### config.mk
export PLATFORM = sky130hd
export DESIGN_NAME = axi_slave_arb_r
export DESIGN_NICKNAME = d
export VERILOG_FILES = /design/src/rtl/axi_pkg.sv /design/src/rtl/axi_r_skid_fifo.sv /design/src/rtl/axi_slave_arb_r.sv
export SDC_FILE = /design/constraint.sdc
export NUM_CORES = 1
export LEC_CHECK = 0
export CAP_MARGIN = 10
export CORE_MARGIN = 3
export CORE_UTILIZATION = 30
export CTS_CLUSTER_DIAMETER = 40
export DETAILED_ROUTE_END_ITERATION = 6
export PLACE_DENSITY = 0.63
export SKIP_LAST_GASP = 1
export SLEW_MARGIN = 10
export SYNTH_ARGS = -nofsm -noshare
export SYNTH_HDL_FRONTEND = slang
export SYNTH_SLANG_ARGS = --single-unit
export TNS_END_PERCENT = 5
### constraint.sdc
create_clock -name clk -period 10.5 [get_ports clk]
set_input_delay 3.15 -clock clk [delete_from_list [all_inputs] [get_ports clk]]
set_output_delay 3.15 -clock clk [all_outputs]
set_load 0.02 [all_outputs]
### src/rtl/axi_pkg.sv
// Shared AXI R-channel types: IDs, response codes, beat bundle, arbiter states.
package axi_pkg;

    localparam int ID_W   = 8;
    localparam int DATA_W = 32;

    localparam logic [ID_W-1:0] M0_ID = 8'h01;
    localparam logic [ID_W-1:0] M1_ID = 8'h02;

    typedef enum logic [1:0] {
        OKAY,
        EXOKAY,
        SLVERR,
        DECERR
    } rresp_e;

    typedef struct packed {
        logic [ID_W-1:0]   id;
        logic [DATA_W-1:0] data;
        rresp_e            resp;
        logic              last;
    } r_beat_t;

    typedef enum logic [1:0] {
        IDLE,
        GNT_S0,
        GNT_S1
    } arb_state_e;

endpackage

### src/rtl/axi_r_skid_fifo.sv
// Two-entry R beat buffer; decouples downstream ready from slave ready.
module axi_r_skid_fifo
    import axi_pkg::*;
(
    input  logic       clk,
    input  logic       rst,
    input  logic       push,
    input  logic       pop,
    input  r_beat_t    din,
    output r_beat_t    head,
    output logic [1:0] count
);

    r_beat_t mem [2];
    logic    wr_ptr;
    logic    rd_ptr;

    always_ff @(posedge clk or posedge rst) begin
        if (rst) begin
            mem[0] <= '0;
            mem[1] <= '0;
            wr_ptr <= 1'b0;
            rd_ptr <= 1'b0;
            count  <= 2'd0;
        end else begin
            if (push) begin
                mem[wr_ptr] <= din;
                wr_ptr      <= ~wr_ptr;
            end
            if (pop) begin
                rd_ptr <= ~rd_ptr;
            end
            case ({push, pop})
                2'b10:   count <= count + 2'd1;
                2'b01:   count <= count - 2'd1;
                default: count <= count;
            endcase
        end
    end

    assign head = mem[rd_ptr];

endmodule

### src/rtl/axi_slave_arb_r.sv
// Two-slave R-channel arbiter: round-robin, burst-locked grant, buffered output.
module axi_slave_arb_r #(
    parameter int DATA_W = 32,
    parameter int ID_W   = 8
) (
    input  logic              clk,
    input  logic              rst,
    input  logic [ID_W-1:0]   s0_RID,
    input  logic [DATA_W-1:0] s0_RDATA,
    input  logic [1:0]        s0_RRESP,
    input  logic              s0_RLAST,
    input  logic              s0_RVALID,
    output logic              s0_RREADY,
    input  logic [ID_W-1:0]   s1_RID,
    input  logic [DATA_W-1:0] s1_RDATA,
    input  logic [1:0]        s1_RRESP,
    input  logic              s1_RLAST,
    input  logic              s1_RVALID,
    output logic              s1_RREADY,
    output logic [ID_W-1:0]   rid,
    output logic [DATA_W-1:0] rdata,
    output logic [1:0]        rresp,
    output logic              rlast,
    output logic              rvalid,
    input  logic              rready
);

    import axi_pkg::*;

    arb_state_e state;
    logic       rr_next;
    logic [1:0] buf_count;
    logic       room;
    logic       push;
    logic       pop;
    r_beat_t    in_beat;
    r_beat_t    head;

    assign room      = (buf_count != 2'd2);
    assign s0_RREADY = (state == GNT_S0) && room;
    assign s1_RREADY = (state == GNT_S1) && room;

    assign push = (s0_RVALID & s0_RREADY)
                | (s1_RVALID & s1_RREADY);
    assign pop  = rvalid & rready;

    always_comb begin
        in_beat = '0;
        if (state == GNT_S1) begin
            in_beat.id   = s1_RID;
            in_beat.data = s1_RDATA;
            in_beat.resp = rresp_e'(s1_RRESP);
            in_beat.last = s1_RLAST;
        end else begin
            in_beat.id   = s0_RID;
            in_beat.data = s0_RDATA;
            in_beat.resp = rresp_e'(s0_RRESP);
            in_beat.last = s0_RLAST;
        end
    end

    // Grant is only released by the RLAST handshake of the owning slave.
    always_ff @(posedge clk or posedge rst) begin
        if (rst) begin
            state   <= IDLE;
            rr_next <= 1'b0;
        end else begin
            case (state)
                IDLE: begin
                    if (s0_RVALID && s1_RVALID) begin
                        state <= rr_next ? GNT_S1 : GNT_S0;
                    end else if (s0_RVALID) begin
                        state <= GNT_S0;
                    end else if (s1_RVALID) begin
                        state <= GNT_S1;
                    end
                end
                GNT_S0: begin
                    if (s0_RVALID && s0_RREADY && s0_RLAST) begin
                        state   <= IDLE;
                        rr_next <= 1'b1;
                    end
                end
                GNT_S1: begin
                    if (s1_RVALID && s1_RREADY && s1_RLAST) begin
                        state   <= IDLE;
                        rr_next <= 1'b0;
                    end
                end
                default: state <= IDLE;
            endcase
        end
    end

    axi_r_skid_fifo u_fifo (
        .clk   (clk),
        .rst   (rst),
        .push  (push),
        .pop   (pop),
        .din   (in_beat),
        .head  (head),
        .count (buf_count)
    );

    assign rvalid = (buf_count != 2'd0);
    assign rid    = head.id;
    assign rdata  = head.data;
    assign rresp  = head.resp;
    assign rlast  = head.last;

endmodule
# Word-level counts from Yosys, hierarchy flattened
# Cells that the tools add are included.
[totals]
out_inout_bits = 46
rom_bits = 0
word_cells = 66
ff_bits = 93
ramBits = 0
in_bits = 91
latchBits = 0
n_memories = 0
[classes]
magnitude_cmp = 3
bitwise = 8
addsub = 2
n_mux = 18
n_mul = 0
div_mod_pow = 0
n_reduce_logical = 14
shift = 0
n_eq_ne = 8
[op_table]
columns = ["cell", "count"]
rows = [
  ["43-bit 2-to-1 mux", 5],
  ["86-bit bitwise mux", 1],
  ["43-bit demux with 1-bit select", 1],
  ["2-bit 2-to-1 mux", 6],
  ["1-bit logical AND", 8],
  ["2-bit case mux with 3 select lines", 1],
  ["3-bit AND reduction", 2],
  ["2-bit nonzero test", 3],
  ["2-bit by 1-bit == test with 1-bit output, second input constant", 2],
  ["2-bit == test, second input constant", 2],
  ["2-bit greater-or-equal comparator, second input constant", 2],
  ["2-bit by 1-bit inequality test with 1-bit output, second input constant", 2],
  ["4-bit inequality test, second input constant", 1],
  ["1-bit NOT with 2-bit output", 2],
  ["2-bit case mux with 2 select lines", 1],
  ["1-bit bitwise AND", 3],
  ["2-bit by 1-bit adder with 2-bit output, second input constant", 1],
  ["2-bit zero test", 1],
  ["2-bit by 1-bit less-than comparator with 1-bit output, second input constant", 1],
  ["1-bit 2-to-1 mux", 2],
  ["2-bit inequality test, second input constant", 1],
  ["1-bit NOT", 2],
  ["1-bit case mux with 2 select lines", 1],
  ["2-bit by 1-bit subtractor with 2-bit output, second input constant", 1],
  ["1-bit bitwise OR", 1],
]

# Longest topological paths before layout
# Gate-level depths: netlist of run 1.
[logic_depth]
ltp_word = 6
ltp_mapped = 7
mapped_depth_nobuf = 6

# Cells and area by module
# From an unflattened synthesis of run 1, not the netlist that was laid out.
[unflattened]
hier_cells = 316
hier_area_um2 = 5028.6
[modules_own_cells]
columns = ["mod", "instances", "area_per_inst_um2", "cells_per_inst", "seq_area_each_um2"]
rows = [
  ["axi_r_skid_fifo", 1, 4096.4, 244, 2252.2],
  ["axi_slave_arb_r", 1, 932.1, 72, 75.1],
]

# Worst setup path before layout of run 1
# Ideal clock, no wire load.
[synth_timing]
kind = "register to output"
startpoint = "reg u_fifo.rd_ptr"
endpoint = "out rdata[10]"
path_stages_with_launch = 4
required_ns = 7.350
arrival_time_ns = 1.346
n_path_buf = 2
slack_ns = 6.004
path_cell_list = "dfrtp_1 clkbuf_1 clkbuf_1 mux2_2"
[synth_between]
elab_chain_cells = 4
[synth_lines]
columns = ["element", "line", "rtl"]
rows = [
  ["from (decl)", "axi_r_skid_fifo.sv:16", "logic rd_ptr;"],
  ["from (signal assigned)", "axi_r_skid_fifo.sv:31", "rd_ptr <= ~rd_ptr;"],
  ["1-bit NOT with 2-bit output (implied by the code)", "axi_r_skid_fifo.sv:41", "assign head = mem[rd_ptr];"],
  ["43-bit 2-to-1 mux (implied by the code) (3 in a row)", "axi_r_skid_fifo.sv:41", ""],
  ["to (decl)", "axi_slave_arb_r.sv:21", "output logic [DATA_W-1:0] rdata,"],
]
# No other way between the ends. The select of a mux whose other input is x is not followed.

# Worst setup path after layout of run 1
[layout_timing]
startpoint = "reg u_fifo.rd_ptr"
endpoint = "out rlast"
[layout_between]
elab_chain_cells = 4
[layout_lines]
columns = ["element", "line", "rtl"]
rows = [
  ["1-bit NOT with 2-bit output (implied by the code)", "axi_r_skid_fifo.sv:41", ""],
  ["43-bit 2-to-1 mux (implied by the code) (3 in a row)", "axi_r_skid_fifo.sv:41", ""],
  ["to (decl)", "axi_slave_arb_r.sv:23", "output logic rlast,"],
]
# No other way between the ends. The select of a mux whose other input is x is not followed.

==> results of run 1 <==
## path summary, 6_finish.rpt
check                                from  depth (start not counted)             end  slack, ps
max in group asynchronous             rst                          3   u_fifo.rd_ptr       6200
min in group asynchronous             rst                          2  u_fifo.mem[34]       3170
min reg2reg                u_fifo.mem[16]                          1  u_fifo.mem[16]        480
max                         u_fifo.rd_ptr                          2           rlast       4890
min                        u_fifo.mem[16]                          1  u_fifo.mem[16]        480
max reg2reg                      state[0]                          4  u_fifo.mem[53]       7800
## per-layer routing
metal | track usage [%] | vias up | wire (um)
li1 | - | 1411 | -
met1 | 15.8 | 1498 | 4720
met2 | 21.9 | 89 | 5130
met3 | 3.33 | 13 | 539
met4 | 4.55 | 0 | 155
met5 | 0 | - | 0
## metrics by stage
stage / area, sq um / total power [mW] / hold slack, ps
final: 6500 / 2.06 / 481
after global routing: 6500 / 2.20 / 508
after CTS: 6500 / 2.10 / 486
after detailed placement: 6230 / 1.78 / 468
after global placement: 6230 / 1.76 / 461
after floorplan: 4730 / 1.39 / 448
## critical path: cells and delay by family (launching register included)
kind	cells	cell delay, ps
flip-flops	1	1110
buffers and inverters	1	550
multiplexers	1	450
## Yosys cell counts (3+ instances only)
cell type,count
mux2_2,158
dfrtp_1,93
buf_6,11
mux2_4,8
mux2_1,6
clkbuf_1,5
nand2_1,3
nor2_1,3
xnor2_1,3
## cell families (layout without fill, tap and decap cells)
logic type               Yosys count  count (layout)
AO/OA/AOI/OAI                      8               8
flip-flops                        93              93
multiplexers                     172             172
buffers and inverters             21             158
adder cells (fa/ha/maj)            1               1
XOR/XNOR                           5               5
AND/OR/NAND/NOR                   18              18
## layout by cell type, fill, tap and decap left out
cell	n
ha_1	1
nor2b_1	1
clkbuf_16	9
a21o_1	1
and2_1	1
nand2_1	3
nand3b_1	2
inv_6	1
a211oi_4	2
mux2_4	8
clkdlybuf4s50_1	136
xnor2_1	3
nand3b_4	2
inv_4	1
or2b_1	1
a21oi_1	2
o31ai_1	1
xor2_1	2
clkinv_2	3
clkinvlp_4	2
o21ai_0	1
dfrtp_1	92
o32a_1	1
dfrtp_2	1
nor3_1	1
buf_4	4
mux2_2	158
nand2b_1	2
clkbuf_1	1
nor2_1	3
or2_2	1
mux2_1	6
inv_1	1
nor2b_4	1
## state kept, by name, indices dropped and copies added (netlist names)
register       cells
state              2
u_fifo.mem        86
rr_next            1
u_fifo.count       2
u_fifo.rd_ptr      1
u_fifo.wr_ptr      1
## final cells by class
class	instances	area [sq um]	area share (%)
tap	211	264	4.06
multi-input combinational	204	2240	34.4
timing repair buffer	140	1390	21.4
clock inverter	6	38.8	0.597
clock buffer	10	229	3.52
inverter	2	10.0	0.154
sequential	93	2330	35.8
## power by group
group          switching [mW]  internal [mW]  total, mW
Clock                   0.136          0.160      0.296
Combinational           0.450          0.635       1.08
Sequential              0.133          0.544      0.677
Total                   0.718           1.34       2.06
==> results.sh, run 1 <==
export IMPL_outcome="finished clean"
export IMPL_cts_num_sinks=93
export IMPL_filler_cell_count=1444
export IMPL_maxCapViolations=0
export IMPL_grt_setup_unrepaired="false"
export IMPL_hold_path_class="reg2reg"
export IMPL_synth_main_ff_cell="dfrtp_1"
export IMPL_layout_setup_ws_ps=4890
export IMPL_leakage_nw=2.59
export IMPL_number_of_antenna_diodes=0
export IMPL_final_max_slew_violation_count=0
export IMPL_yosys_mux_area_fraction_pct=41.6
export IMPL_yosysTopAreaCellShare_pct=49.2
export IMPL_row_count=45
export IMPL_cts_root_cell="clkbuf_16"
export IMPL_setup_viol=0
export IMPL_max_slew_margin_rel_pct=25.2
export IMPL_crit_chain="mux2_2, clkdlybuf4s50_1"
export IMPL_cts_max_path_buffers=2
export IMPL_worst_ir_drop_vdd_v=0.000126
export IMPL_clock_insertion_delay_worst_skew_ps=340
export IMPL_initial_drt_markers=81
export IMPL_finClkSkew_ps=6.91
export IMPL_yosys_warnings=0
export IMPL_worst_pin_slew_ps=1120
export IMPL_final_cycle_share_pct=53.4
export IMPL_worstPathArrival_ps=2460
export IMPL_cts_buffers_inserted=9
export IMPL_remaining_routing_drc_violations=0
export IMPL_syn_area_sq_um=4730
export IMPL_dp_final_hpwl_mm=7.28
export IMPL_detailroute_via_count=3011
export IMPL_final_layout_size_suffix_gt1_share_pct=42.4
export IMPL_largest_fanout_of_any_net_on_the_critical_path=44
export IMPL_tritoncts="yes"
export IMPL_detail_route_wirelength_mm=10.5
export IMPL_hold_viol=0
export IMPL_synthDominantAreaCellType="dfrtp_1"
export IMPL_place_inst=650
export IMPL_drt_antenna_violating_nets=0
export IMPL_areaGrowthSynthToFinish_pct=37.5
export IMPL_finish_utilization_pct=42.4
export IMPL_worst_setup_path_type="reg2out"
export IMPL_initial_utilization_pct=30.9
export IMPL_synthAdderAreaFrac_pct=0.265
export IMPL_placer_congestion_estimate=0.707
export IMPL_synth_simple_gate_area_share_pct=2.70
export IMPL_groute_usage_overall_pct=12.9
export IMPL_coreArea_sq_um=15300
export IMPL_synth_seq_area_share_pct=49.2
export IMPL_post_drt_via_cell_ratio=4.52
export IMPL_synth_top_family_by_area="multiplexers"
export IMPL_synth_area_top_cells="dfrtp_1 49%, mux2_2 38%, buf_6 2.6%"
export IMPL_grt_remaining_overflow=0
export IMPL_grt_antenna_before_repair=0
export IMPL_worst_path_max_delay_cell="dfrtp_2"
export IMPL_synth_compound_area_share_pct=1.69
export IMPL_post_cts_setup_buffer_count=0
export IMPL_netlist_instances=318
export IMPL_worstSetupStartpointType="flip-flop"
export IMPL_die_width_um=132
export IMPL_yosys_area_share_xor_xnor_pct=0.927
export IMPL_ctsHtreeMaxLevel=3
export IMPL_grt_start_max_net_pins=58
export IMPL_final_cell_count_no_fill=666
export IMPL_worst_endpoint_required_ps=7350
export IMPL_async_reset_ff_share_pct=100
export IMPL_avgSynthCellArea_sq_um=14.9
export IMPL_number_of_enable_type_register_cells_in_the_synthesized_netlist=0
export IMPL_crit_path_end_kind="output port"
export IMPL_clk_pin_slew_ps=70
export IMPL_finalSetupTns_ps=0
export IMPL_die_area_sq_um=17300
export IMPL_port_bufs=136
export IMPL_crit_path_max_incr_delay_ps=1110
export IMPL_min_period_ps=5610
export IMPL_cts_hold_buf=0
export IMPL_route_detailed_wl_per_inst_um=15.8
export IMPL_fmax_mhz=178
export IMPL_cts_resized_gates=0
export IMPL_number_of_synthesized_register_bits=93
export IMPL_number_of_iterations_in_the_first_detailed_routing_pass=3
export IMPL_synth_fp_nets=410
export IMPL_die_h_um=132
export IMPL_grt_pass1_wl_mm=17.8
export IMPL_layout_nets=542
export IMPL_ys_types=28
export IMPL_top_level_ports=137
export IMPL_p_per_area_nw_per_um2=316
export IMPL_place_ws_ps=4580
export IMPL_via_count_of_the_first_global_routing_pass=3465
Power figures use the tool's default switching activity.
==> run 2, diff against run 1 <==
==> constraint.sdc (replaced) <==
create_clock -name clk -period 5.8 [get_ports clk]
set_input_delay 1.74 -clock clk [delete_from_list [all_inputs] [get_ports clk]]
set_output_delay 1.74 -clock clk [all_outputs]
set_load 0.02 [all_outputs]
==> results.sh, run 2 (synthesis results as in run 1) <==
export IMPL_hold_path_class="reg2reg"
export IMPL_die_width_um=132
export IMPL_remaining_routing_drc_violations=0
export IMPL_cts_resized_gates=0
export IMPL_route_detailed_wl_per_inst_um=15.6
export IMPL_drt_antenna_violating_nets=0
export IMPL_finClkSkew_ps=4.57
export IMPL_worst_path_max_delay_cell="dfrtp_2"
export IMPL_worstSetupStartpointType="flip-flop"
export IMPL_clk_pin_slew_ps=60
export IMPL_placer_congestion_estimate=0.710
export IMPL_p_per_area_nw_per_um2=583
export IMPL_post_cts_setup_buffer_count=0
export IMPL_final_cell_count_no_fill=668
export IMPL_groute_usage_overall_pct=12.6
export IMPL_initial_drt_markers=45
export IMPL_cts_root_cell="clkbuf_16"
export IMPL_final_max_slew_violation_count=0
export IMPL_top_regs="u_fifo.mem x86, state x2, u_fifo.count x2"
export IMPL_ctsHtreeMaxLevel=3
export IMPL_cts_max_path_buffers=2
export IMPL_post_drt_via_cell_ratio=4.51
export IMPL_crit_path_end_kind="output port"
export IMPL_filler_cell_count=1451
export IMPL_port_bufs=136
export IMPL_worst_ir_drop_vdd_v=0.000332
export IMPL_worst_endpoint_required_ps=4060
export IMPL_setup_viol=0
export IMPL_worstPathArrival_ps=2420
export IMPL_largest_fanout_of_any_net_on_the_critical_path=44
export IMPL_place_ws_ps=1970
export IMPL_cts_buffers_inserted=9
export IMPL_cts_hold_buf=0
export IMPL_finalSetupTns_ps=0
export IMPL_crit_path_max_incr_delay_ps=1070
export IMPL_leakage_nw=2.65
export IMPL_tritoncts="yes"
export IMPL_worst_setup_path_type="reg2out"
export IMPL_clock_insertion_delay_worst_skew_ps=340
export IMPL_row_count=45
export IMPL_initial_utilization_pct=30.9
export IMPL_min_period_ps=4160
export IMPL_crit_chain="mux2_2, clkdlybuf4s50_1"
export IMPL_coreArea_sq_um=15300
export IMPL_multi_input_comb_area_sq_um=2240
export IMPL_dpl_instance_area_sq_um=6250
export IMPL_number_of_iterations_in_the_first_detailed_routing_pass=4
export IMPL_number_of_flip_flops_under_the_largest_register_name=86
export IMPL_detail_route_wirelength_mm=10.4
export IMPL_top_level_ports=137
export IMPL_grt_pass1_wl_mm=17.5
export IMPL_cts_num_sinks=93
export IMPL_die_area_sq_um=17300
export IMPL_outcome="finished clean"
export IMPL_place_inst=652
export IMPL_final_layout_size_suffix_gt1_share_pct=42.9
export IMPL_die_h_um=132
export IMPL_maxCapViolations=0
export IMPL_mostFrequentLayoutCells="158 x mux2_2, 136 x clkdlybuf4s50_1, 92 x dfrtp_1, 9 x clkbuf_16, 8 x mux2_4"
export IMPL_grt_remaining_overflow=0
export IMPL_final_seq_area_sq_um=2330
export IMPL_grt_start_max_net_pins=65
export IMPL_grt_setup_unrepaired="false"
export IMPL_fmax_mhz=241
export IMPL_largest_register="u_fifo.mem"
export IMPL_layout_setup_ws_ps=1640
export IMPL_hold_viol=0
export IMPL_final_cycle_share_pct=71.6
export IMPL_layout_commonest_cell="mux2_2"
export IMPL_fin_total_pwr_mw=3.84
export IMPL_via_count_of_the_first_global_routing_pass=3441
export IMPL_max_slew_margin_rel_pct=28.8
export IMPL_detailroute_via_count=3014
export IMPL_final_cell_area_sq_um=6590
export IMPL_grt_antenna_before_repair=0
export IMPL_number_of_antenna_diodes=0
export IMPL_layout_nets=544
export IMPL_areaGrowthSynthToFinish_pct=39.5
export IMPL_dp_final_hpwl_mm=7.26
export IMPL_worst_pin_slew_ps=1070
## run 2: cell count changes in the layout (fill, tap and decap cells not counted)
| cell | change |
|---|---|
| clkinv_2 | -3 |
| clkinv_4 | +1 |
| clkbuf_8 | +3 |
| clkbuf_1 | -1 |
| bufinv_16 | +2 |
| buf_4 | +2 |
| clkinvlp_4 | -2 |
## run 2: final cells by class
| cell class | count | area share, % |
|---|---|---|
| clock inverters | 4 | 1.18 |
| clock buffers | 12 | 4.04 |
| inverters | 2 | 0.152 |
| multi-input cells | 204 | 34.0 |
| repair buffers | 142 | 21.3 |
| well taps | 211 | 4.01 |
| flip-flops and latches | 93 | 35.3 |
## run 2: per-layer routing
layer  wire length (um)  global-route usage, %  vias up  part of all wire [%]
met5                  0                      0        -                     0
met1               4540                   15.1     1499                    44
li1                   -                      -     1411                     -
met3                622                   4.56       12                   6.0
met2               5130                   21.3       92                    49
met4                123                   3.33        0                   1.2
## run 2: worst paths after layout
kind                                startpoint             end  slack [ps]  depth (start not counted)
worst max register to register        state[1]  u_fifo.mem[38]        3460                          4
min in group asynchronous                  rst  u_fifo.mem[27]        1890                          2
worst max-delay path             u_fifo.rd_ptr           rlast        1640                          2
worst min register to register  u_fifo.mem[30]  u_fifo.mem[30]         490                          1
worst min-delay path            u_fifo.mem[30]  u_fifo.mem[30]         490                          1
max in group asynchronous                  rst  u_fifo.mem[79]        2980                          3
## run 2: report_power, final
part	leakage, nW	total [mW]	internal (mW)	switching [mW]
registers	1.11	1.22	0.985	0.239
logic	1.37	1.96	1.15	0.810
clock network	0.169	0.657	0.415	0.242
total	2.65	3.84	2.55	1.29
## run 2: critical path: cells and delay by family (launching register included)
kind	cells	cell delay, ps
multiplexers	1	440
flip-flops	1	1070
buffers and inverters	1	540
## run 2: through the flow
step / hold slack [ps] / utilization (%)
after detailed placement: 476 / 40.8
after global placement: 462 / 40.8
after CTS: 491 / 43.0
after floorplan: 448 / -
after global routing: 512 / 43.0
final: 485 / 43.0
